File: config.mk
export PLATFORM = sky130hd
export DESIGN_NAME = shift_add_mult
export DESIGN_NICKNAME = d
export VERILOG_FILES = /design/src/rtl/shift_add_mult.sv
export SDC_FILE = /design/constraint.sdc
export NUM_CORES = 1
export LEC_CHECK = 0
export BUFFER_PORTS_ARGS = -buffer_cell sky130_fd_sc_hd__buf_2
export CORE_MARGIN = 2
export CORE_UTILIZATION = 45
export DETAILED_ROUTE_END_ITERATION = 7
export GPL_TIMING_DRIVEN = 0
export PLACE_DENSITY = 0.66
export SLEW_MARGIN = 20
export SYNTH_ARGS = -nofsm -noshare
export SYNTH_HDL_FRONTEND = slang
export SYNTH_SLANG_ARGS = --single-unit
File: constraint.sdc
create_clock -name clk -period 2 [get_ports clk]
set_input_delay 0 -clock clk [delete_from_list [all_inputs] [get_ports clk]]
set_output_delay 0 -clock clk [all_outputs]
set_load 0.05 [all_outputs]
File: src/rtl/shift_add_mult.sv
// Sequential shift-and-add multiplier with optional early termination.
// Operands are reduced to magnitudes, multiplied one multiplier bit per
// RUN cycle, and the sign is reapplied in a single FIX cycle.
module shift_add_mult #(
  parameter int WIDTH      = 8,
  parameter int EARLY_EXIT = 1
) (
  input  logic                         clk,
  input  logic                         rst,
  input  logic                         start,
  input  logic                         abort,
  input  logic                         signed_mode,
  input  logic [WIDTH-1:0]             a,
  input  logic [WIDTH-1:0]             b,
  output logic                         ready,
  output logic                         busy,
  output logic                         done,
  output logic [2*WIDTH-1:0]           p,
  output logic [$clog2(WIDTH+1)-1:0]   iters
);

  localparam int CW = $clog2(WIDTH + 1);
  localparam logic [WIDTH-1:0]   ONE_W   = WIDTH'(1);
  localparam logic [2*WIDTH-1:0] ONE_2W  = (2*WIDTH)'(1);
  localparam logic [CW-1:0]      CNT_ONE = CW'(1);
  localparam logic [CW-1:0]      CNT_MAX = CW'(WIDTH);

  typedef enum logic [1:0] {S_IDLE, S_RUN, S_FIX, S_DONE} state_t;

  state_t               r_state;
  state_t               w_next;
  logic [2*WIDTH-1:0]   r_mcand;
  logic [WIDTH-1:0]     r_mplier;
  logic [2*WIDTH-1:0]   r_acc;
  logic [CW-1:0]        r_cnt;
  logic                 r_sign;
  logic [2*WIDTH-1:0]   r_p;
  logic [CW-1:0]        r_iters;
  logic [CW-1:0]        w_cnt_nxt;
  logic [WIDTH-1:0]     w_mplier_nxt;
  logic                 w_last;

  // Magnitude in WIDTH unsigned bits; the most negative value maps to 2^(WIDTH-1).
  function automatic logic [WIDTH-1:0] f_mag(input logic [WIDTH-1:0] v, input logic sm);
    return (sm && v[WIDTH-1]) ? ((~v) + ONE_W) : v;
  endfunction

  // Two's-complement negation of the full-width accumulator.
  function automatic logic [2*WIDTH-1:0] f_neg(input logic [2*WIDTH-1:0] v);
    return (~v) + ONE_2W;
  endfunction

  assign w_cnt_nxt    = r_cnt + CNT_ONE;
  assign w_mplier_nxt = r_mplier >> 1;
  assign w_last       = (w_cnt_nxt == CNT_MAX) ||
                        ((EARLY_EXIT != 0) && (w_mplier_nxt == '0));

  // State register.
  always_ff @(posedge clk or posedge rst) begin
    if (rst) r_state <= S_IDLE;
    else     r_state <= w_next;
  end

  // Next-state logic; abort overrides the normal RUN/FIX progress.
  always_comb begin
    w_next = r_state;
    case (r_state)
      S_IDLE:  if (start) w_next = S_RUN;
      S_RUN:   if (abort) w_next = S_IDLE;
               else if (w_last) w_next = S_FIX;
      S_FIX:   w_next = abort ? S_IDLE : S_DONE;
      S_DONE:  w_next = S_IDLE;
      default: w_next = S_IDLE;
    endcase
  end

  // Status outputs decoded purely from the state.
  always_comb begin
    ready = 1'b0;
    busy  = 1'b0;
    done  = 1'b0;
    case (r_state)
      S_IDLE:  ready = 1'b1;
      S_RUN,
      S_FIX:   busy  = 1'b1;
      S_DONE:  done  = 1'b1;
      default: ready = 1'b0;
    endcase
  end

  // Datapath: operand capture, shift-add iterations and sign fix-up.
  always_ff @(posedge clk or posedge rst) begin
    if (rst) begin
      r_mcand  <= '0;
      r_mplier <= '0;
      r_acc    <= '0;
      r_cnt    <= '0;
      r_sign   <= 1'b0;
      r_p      <= '0;
      r_iters  <= '0;
    end else begin
      case (r_state)
        S_IDLE: if (start) begin
          r_mcand  <= {{WIDTH{1'b0}}, f_mag(a, signed_mode)};
          r_mplier <= f_mag(b, signed_mode);
          r_sign   <= signed_mode & (a[WIDTH-1] ^ b[WIDTH-1]);
          r_acc    <= '0;
          r_cnt    <= '0;
        end
        S_RUN: begin
          if (r_mplier[0]) r_acc <= r_acc + r_mcand;
          r_mcand  <= r_mcand << 1;
          r_mplier <= w_mplier_nxt;
          r_cnt    <= w_cnt_nxt;
        end
        S_FIX: if (!abort) begin
          r_p     <= r_sign ? f_neg(r_acc) : r_acc;
          r_iters <= r_cnt;
        end
        default: ;
      endcase
    end
  end

  assign p     = r_p;
  assign iters = r_iters;

endmodule

==> run_summary.xml <==
<?xml version="1.0" encoding="UTF-8"?>
<metrics>
  <group name="die">
    <metric name="initial_core_util" unit="">0.468</metric>
    <metric name="die-height" unit="um">99.5</metric>
    <metric name="die_w" unit="um">99.5</metric>
    <metric name="design.portCount" unit="">44</metric>
    <metric name="fp.dieArea" unit="um^2">9890</metric>
    <metric name="area_of_the_core" unit="um^2">8760</metric>
    <metric name="core.rowCount" unit="">34</metric>
  </group>
  <group name="setup_path">
    <metric name="critical_path_data_arrival_time" unit="ps">2420</metric>
    <metric name="worst_path_maximum_fanout" unit="">5</metric>
    <metric name="setup.reg_to_reg.worst_slack" unit="ps">-190</metric>
    <metric name="cp_num_cells" unit="">7</metric>
    <metric name="critical_path.top_delay_family" unit="">compound AO/OA/AOI/OAI gates</metric>
    <metric name="crit_chain" unit="">ha_4 &gt; a21oi_1 &gt; o21ai_1 &gt; o211ai_1 &gt; a211oi_2 &gt; or3_1 &gt; a32o_1</metric>
    <metric name="crit_path_max_incr_delay" unit="ps">440</metric>
    <metric name="endpoint_kind" unit="">register</metric>
    <metric name="critPathSlowestCell" unit="">dfrtp_1</metric>
    <metric name="critical_path.startpoint" unit="">r_mcand[4]</metric>
    <metric name="timing.rr.start" unit="">r_mcand[4]</metric>
    <metric name="setup.worst_path.class" unit="">reg2reg</metric>
    <metric name="worstSetupStartpointType" unit="">register</metric>
    <metric name="capturing_point_of_the_worst_reg2reg_path" unit="">r_acc[13]</metric>
    <metric name="worst_reg_to_reg_cells" unit="">7</metric>
    <metric name="path_buf_inv" unit="">0</metric>
    <metric name="worst_setup_path_endpoint" unit="">r_acc[13]</metric>
    <metric name="worstPathRequired" unit="ps">2230</metric>
  </group>
  <group name="placed_design">
    <metric name="globalplace.congestion" unit="">0.910</metric>
    <metric name="buffer_ports.inserted" unit="">43</metric>
    <metric name="dpl_worst_slack" unit="ps">-302</metric>
    <metric name="dp_hpwl" unit="mm">7.09</metric>
    <metric name="post-place-cells" unit="">617</metric>
  </group>
  <group name="clock_tree">
    <metric name="clk_root_buffer_cell" unit="">clkbuf_8</metric>
    <metric name="cts_tree" unit="">built</metric>
    <metric name="htree_num_levels" unit="">3</metric>
    <metric name="cts_inserted_buffers" unit="">9</metric>
    <metric name="clk_path_buf_depth" unit="">2</metric>
    <metric name="clkLatencyLatePin" unit="ps">350</metric>
    <metric name="cts.reportedPaths.clkPinSlew" unit="ps">80</metric>
    <metric name="cts.sinks" unit="">67</metric>
  </group>
  <group name="layout">
    <metric name="areaGrowthSynthToFinish" unit="%">24.1</metric>
    <metric name="num_antenna_cells" unit="">0</metric>
    <metric name="layout.area.seq" unit="um^2">1680</metric>
    <metric name="layout_commonest_cell" unit="">nand2_1</metric>
    <metric name="finalNonFillerCells" unit="">651</metric>
    <metric name="multi_input_comb_area" unit="um^2">2490</metric>
    <metric name="fillers" unit="">813</metric>
    <metric name="most_used_cells_in_the_layout_excluding_fill_and_tap_cells" unit="">nand2_1 (73), dfrtp_1 (61), o21ai_0 (55)</metric>
    <metric name="drive_above_1_share" unit="">0.254</metric>
    <metric name="finalNetCount" unit="">583</metric>
  </group>
  <group name="hold_path">
    <metric name="worstHoldPathType" unit="">in2reg</metric>
    <metric name="min_path_cells" unit="">3</metric>
  </group>
  <group name="sta">
    <metric name="worstMarginPinSlew" unit="ps">547</metric>
    <metric name="period_share" unit="">1.09</metric>
    <metric name="fin_worst_hold_slack" unit="ps">18.7</metric>
    <metric name="max_clock_freq" unit="MHz">458</metric>
    <metric name="smallest_setup_slack_after_layout" unit="ps">-186</metric>
    <metric name="setup_viol" unit="">6</metric>
    <metric name="finClkSkew" unit="ps">8.35</metric>
    <metric name="grt_setup_unrepaired" unit="">yes</metric>
    <metric name="final_max_slew_viol_count" unit="">0</metric>
    <metric name="max-slew-margin-rel" unit="">0.635</metric>
    <metric name="finalHoldViolations" unit="">0</metric>
    <metric name="final_critical_delay_including_setup_and_external_delays" unit="ps">2190</metric>
  </group>
  <group name="global_route">
    <metric name="grt_busiest_layer" unit="">met2</metric>
    <metric name="global_route.overflow_total" unit="">0</metric>
    <metric name="grt_use_met2" unit="">0.322</metric>
    <metric name="antenna_violations_before_repair" unit="">0</metric>
    <metric name="gr-usage-met3" unit="">0.0316</metric>
    <metric name="grt_max_degree" unit="">51</metric>
    <metric name="use_met1" unit="">0.291</metric>
    <metric name="grt_pass1_wl" unit="mm">16.3</metric>
    <metric name="grt_use_total" unit="">0.206</metric>
    <metric name="grt_pass1_vias" unit="">3423</metric>
  </group>
  <group name="yosys">
    <metric name="synth_seq_area_share" unit="">0.409</metric>
    <metric name="async_set_or_reset_flop_fraction_in_the_synthesized_netlist" unit="">1.00</metric>
    <metric name="dominantRegCellSynth" unit="">dfrtp_1</metric>
    <metric name="post_synth_inst_count" unit="">465</metric>
    <metric name="postSynthAreaPerCell" unit="um^2">8.82</metric>
    <metric name="ys_top_cells_by_area" unit="">dfrtp_1 (41%), o21ai_0 (7.1%), ha_1 (7.0%)</metric>
    <metric name="synth.largest_area_cell" unit="">dfrtp_1</metric>
    <metric name="synth-seq-cells" unit="">67</metric>
    <metric name="syn_std_cell_area" unit="um^2">4100</metric>
    <metric name="synth_cell_types" unit="">52</metric>
    <metric name="yosysTopAreaCellShare" unit="">0.409</metric>
    <metric name="syn-num-nets" unit="">510</metric>
    <metric name="synth-edff-count" unit="">0</metric>
    <metric name="synth-warning-count" unit="">0</metric>
  </group>
  <group name="power">
    <metric name="power" unit="uW">8220</metric>
    <metric name="peakVddDrop" unit="mV">0.657</metric>
    <metric name="leakage" unit="uW">0.00232</metric>
    <metric name="p_per_area" unit="nW/um^2">1610</metric>
  </group>
  <group name="status">
    <metric name="status" unit="">finished, violations left</metric>
    <metric name="failed_checks" unit="">negative setup slack</metric>
  </group>
  <group name="detailed_routing">
    <metric name="post-route-drc-count" unit="">0</metric>
    <metric name="wl_per_cell" unit="um">14.8</metric>
    <metric name="route.detailed.vias_per_inst" unit="">5.49</metric>
    <metric name="initialDrtViolationCount" unit="">174</metric>
    <metric name="dr.pass1.iters" unit="">4</metric>
    <metric name="vias" unit="">3574</metric>
    <metric name="postRouteWirelength" unit="mm">9.63</metric>
    <metric name="number_of_nets_with_antenna_violations_after_detailed_routing" unit="">0</metric>
  </group>
  <group name="run">
    <metric name="timing.max_cap.violations" unit="">0</metric>
  </group>
</metrics>
-- layer usage --
layer / part of all wire / vias to the layer above
li1: - / 1801
met1: 0.48 / 1668
met2: 0.46 / 91
met3: 0.047 / 14
met4: 0.018 / 0
met5: 0 / -
-- flip-flops by register name, indices dropped and copies added, names as in the netlist --
| signal | flops |
|---|---|
| p | 16 |
| r_mplier | 8 |
| r_sign | 1 |
| iters | 4 |
| r_state | 2 |
| r_acc | 16 |
| r_cnt | 4 |
| r_mcand | 16 |
-- per-stage QoR --
stage / setup TNS, ps / area, um^2 / util
2_1_floorplan: -116 / 4130 / -
3_3_place_gp: -33020 / 4480 / 0.511
3_5_place_dp: -4240 / 4510 / 0.514
4_1_cts: -619 / 4960 / 0.566
5_1_grt: -1600 / 5090 / 0.581
6_report: -858 / 5090 / 0.581
-- repair_timing --
item,4_1_cts,5_1_grt
endpoints found under the hold margin,69,0
gates cloned,0,0
hold buffers,3,0
buffers inserted,12,5
pin swaps,12,8
endpoints found under the setup margin,27,53
resized for setup,27,30
-- cell families after synthesis --
| family | Yosys count | share of synthesized area |
|---|---|---|
| simple gates | 147 | 0.171 |
| flops | 67 | 0.409 |
| buf+inv | 41 | 0.0400 |
| xor+xnor | 31 | 0.0662 |
| fa+ha+maj | 24 | 0.0751 |
| compound gates | 148 | 0.221 |
| mux | 7 | 0.0186 |
-- Yosys cell counts (7+ instances only) --
cell and number:
xor2_1 17, nand2_1 75, nand3_1 8, clkbuf_1 14, o21ai_0 58, ha_1 23, inv_1 20, a21oi_1 32
dfrtp_1 67, o31ai_1 7, xnor2_1 14, nor2_1 23, a22o_1 11
-- where the power goes --
group / internal, uW / switching [uW]
Sequential: 1850 / 535
Clock: 609 / 534
Combinational: 1740 / 2950
Total: 4200 / 4020
-- worst min-delay path: stages --
cell and delay [ps]:
buf_2 100, nor2_1 50, a22o_1 180
-- worst min path at each step --
stage / endpoint / start / slack, ps
2_1_floorplan: r_sign / signed_mode / 140
3_3_place_gp: r_mcand[0] / a[0] / 300
3_5_place_dp: p[0] / rst / -50
4_1_cts: r_state[1] / abort / 3
5_1_grt: r_state[1] / abort / 10
6_report: r_state[1] / abort / 20
-- layout make-up --
| cell class | instances | area share |
|---|---|---|
| timing repair buffer | 64 | 0.0794 |
| tap | 108 | 0.0265 |
| buffer | 19 | 0.0187 |
| multi-input combinational | 357 | 0.489 |
| sequential | 67 | 0.331 |
| clock inverter | 6 | 0.0128 |
| inverter | 20 | 0.0152 |
| clock buffer | 10 | 0.0270 |
(Power assumes the default switching activity.)
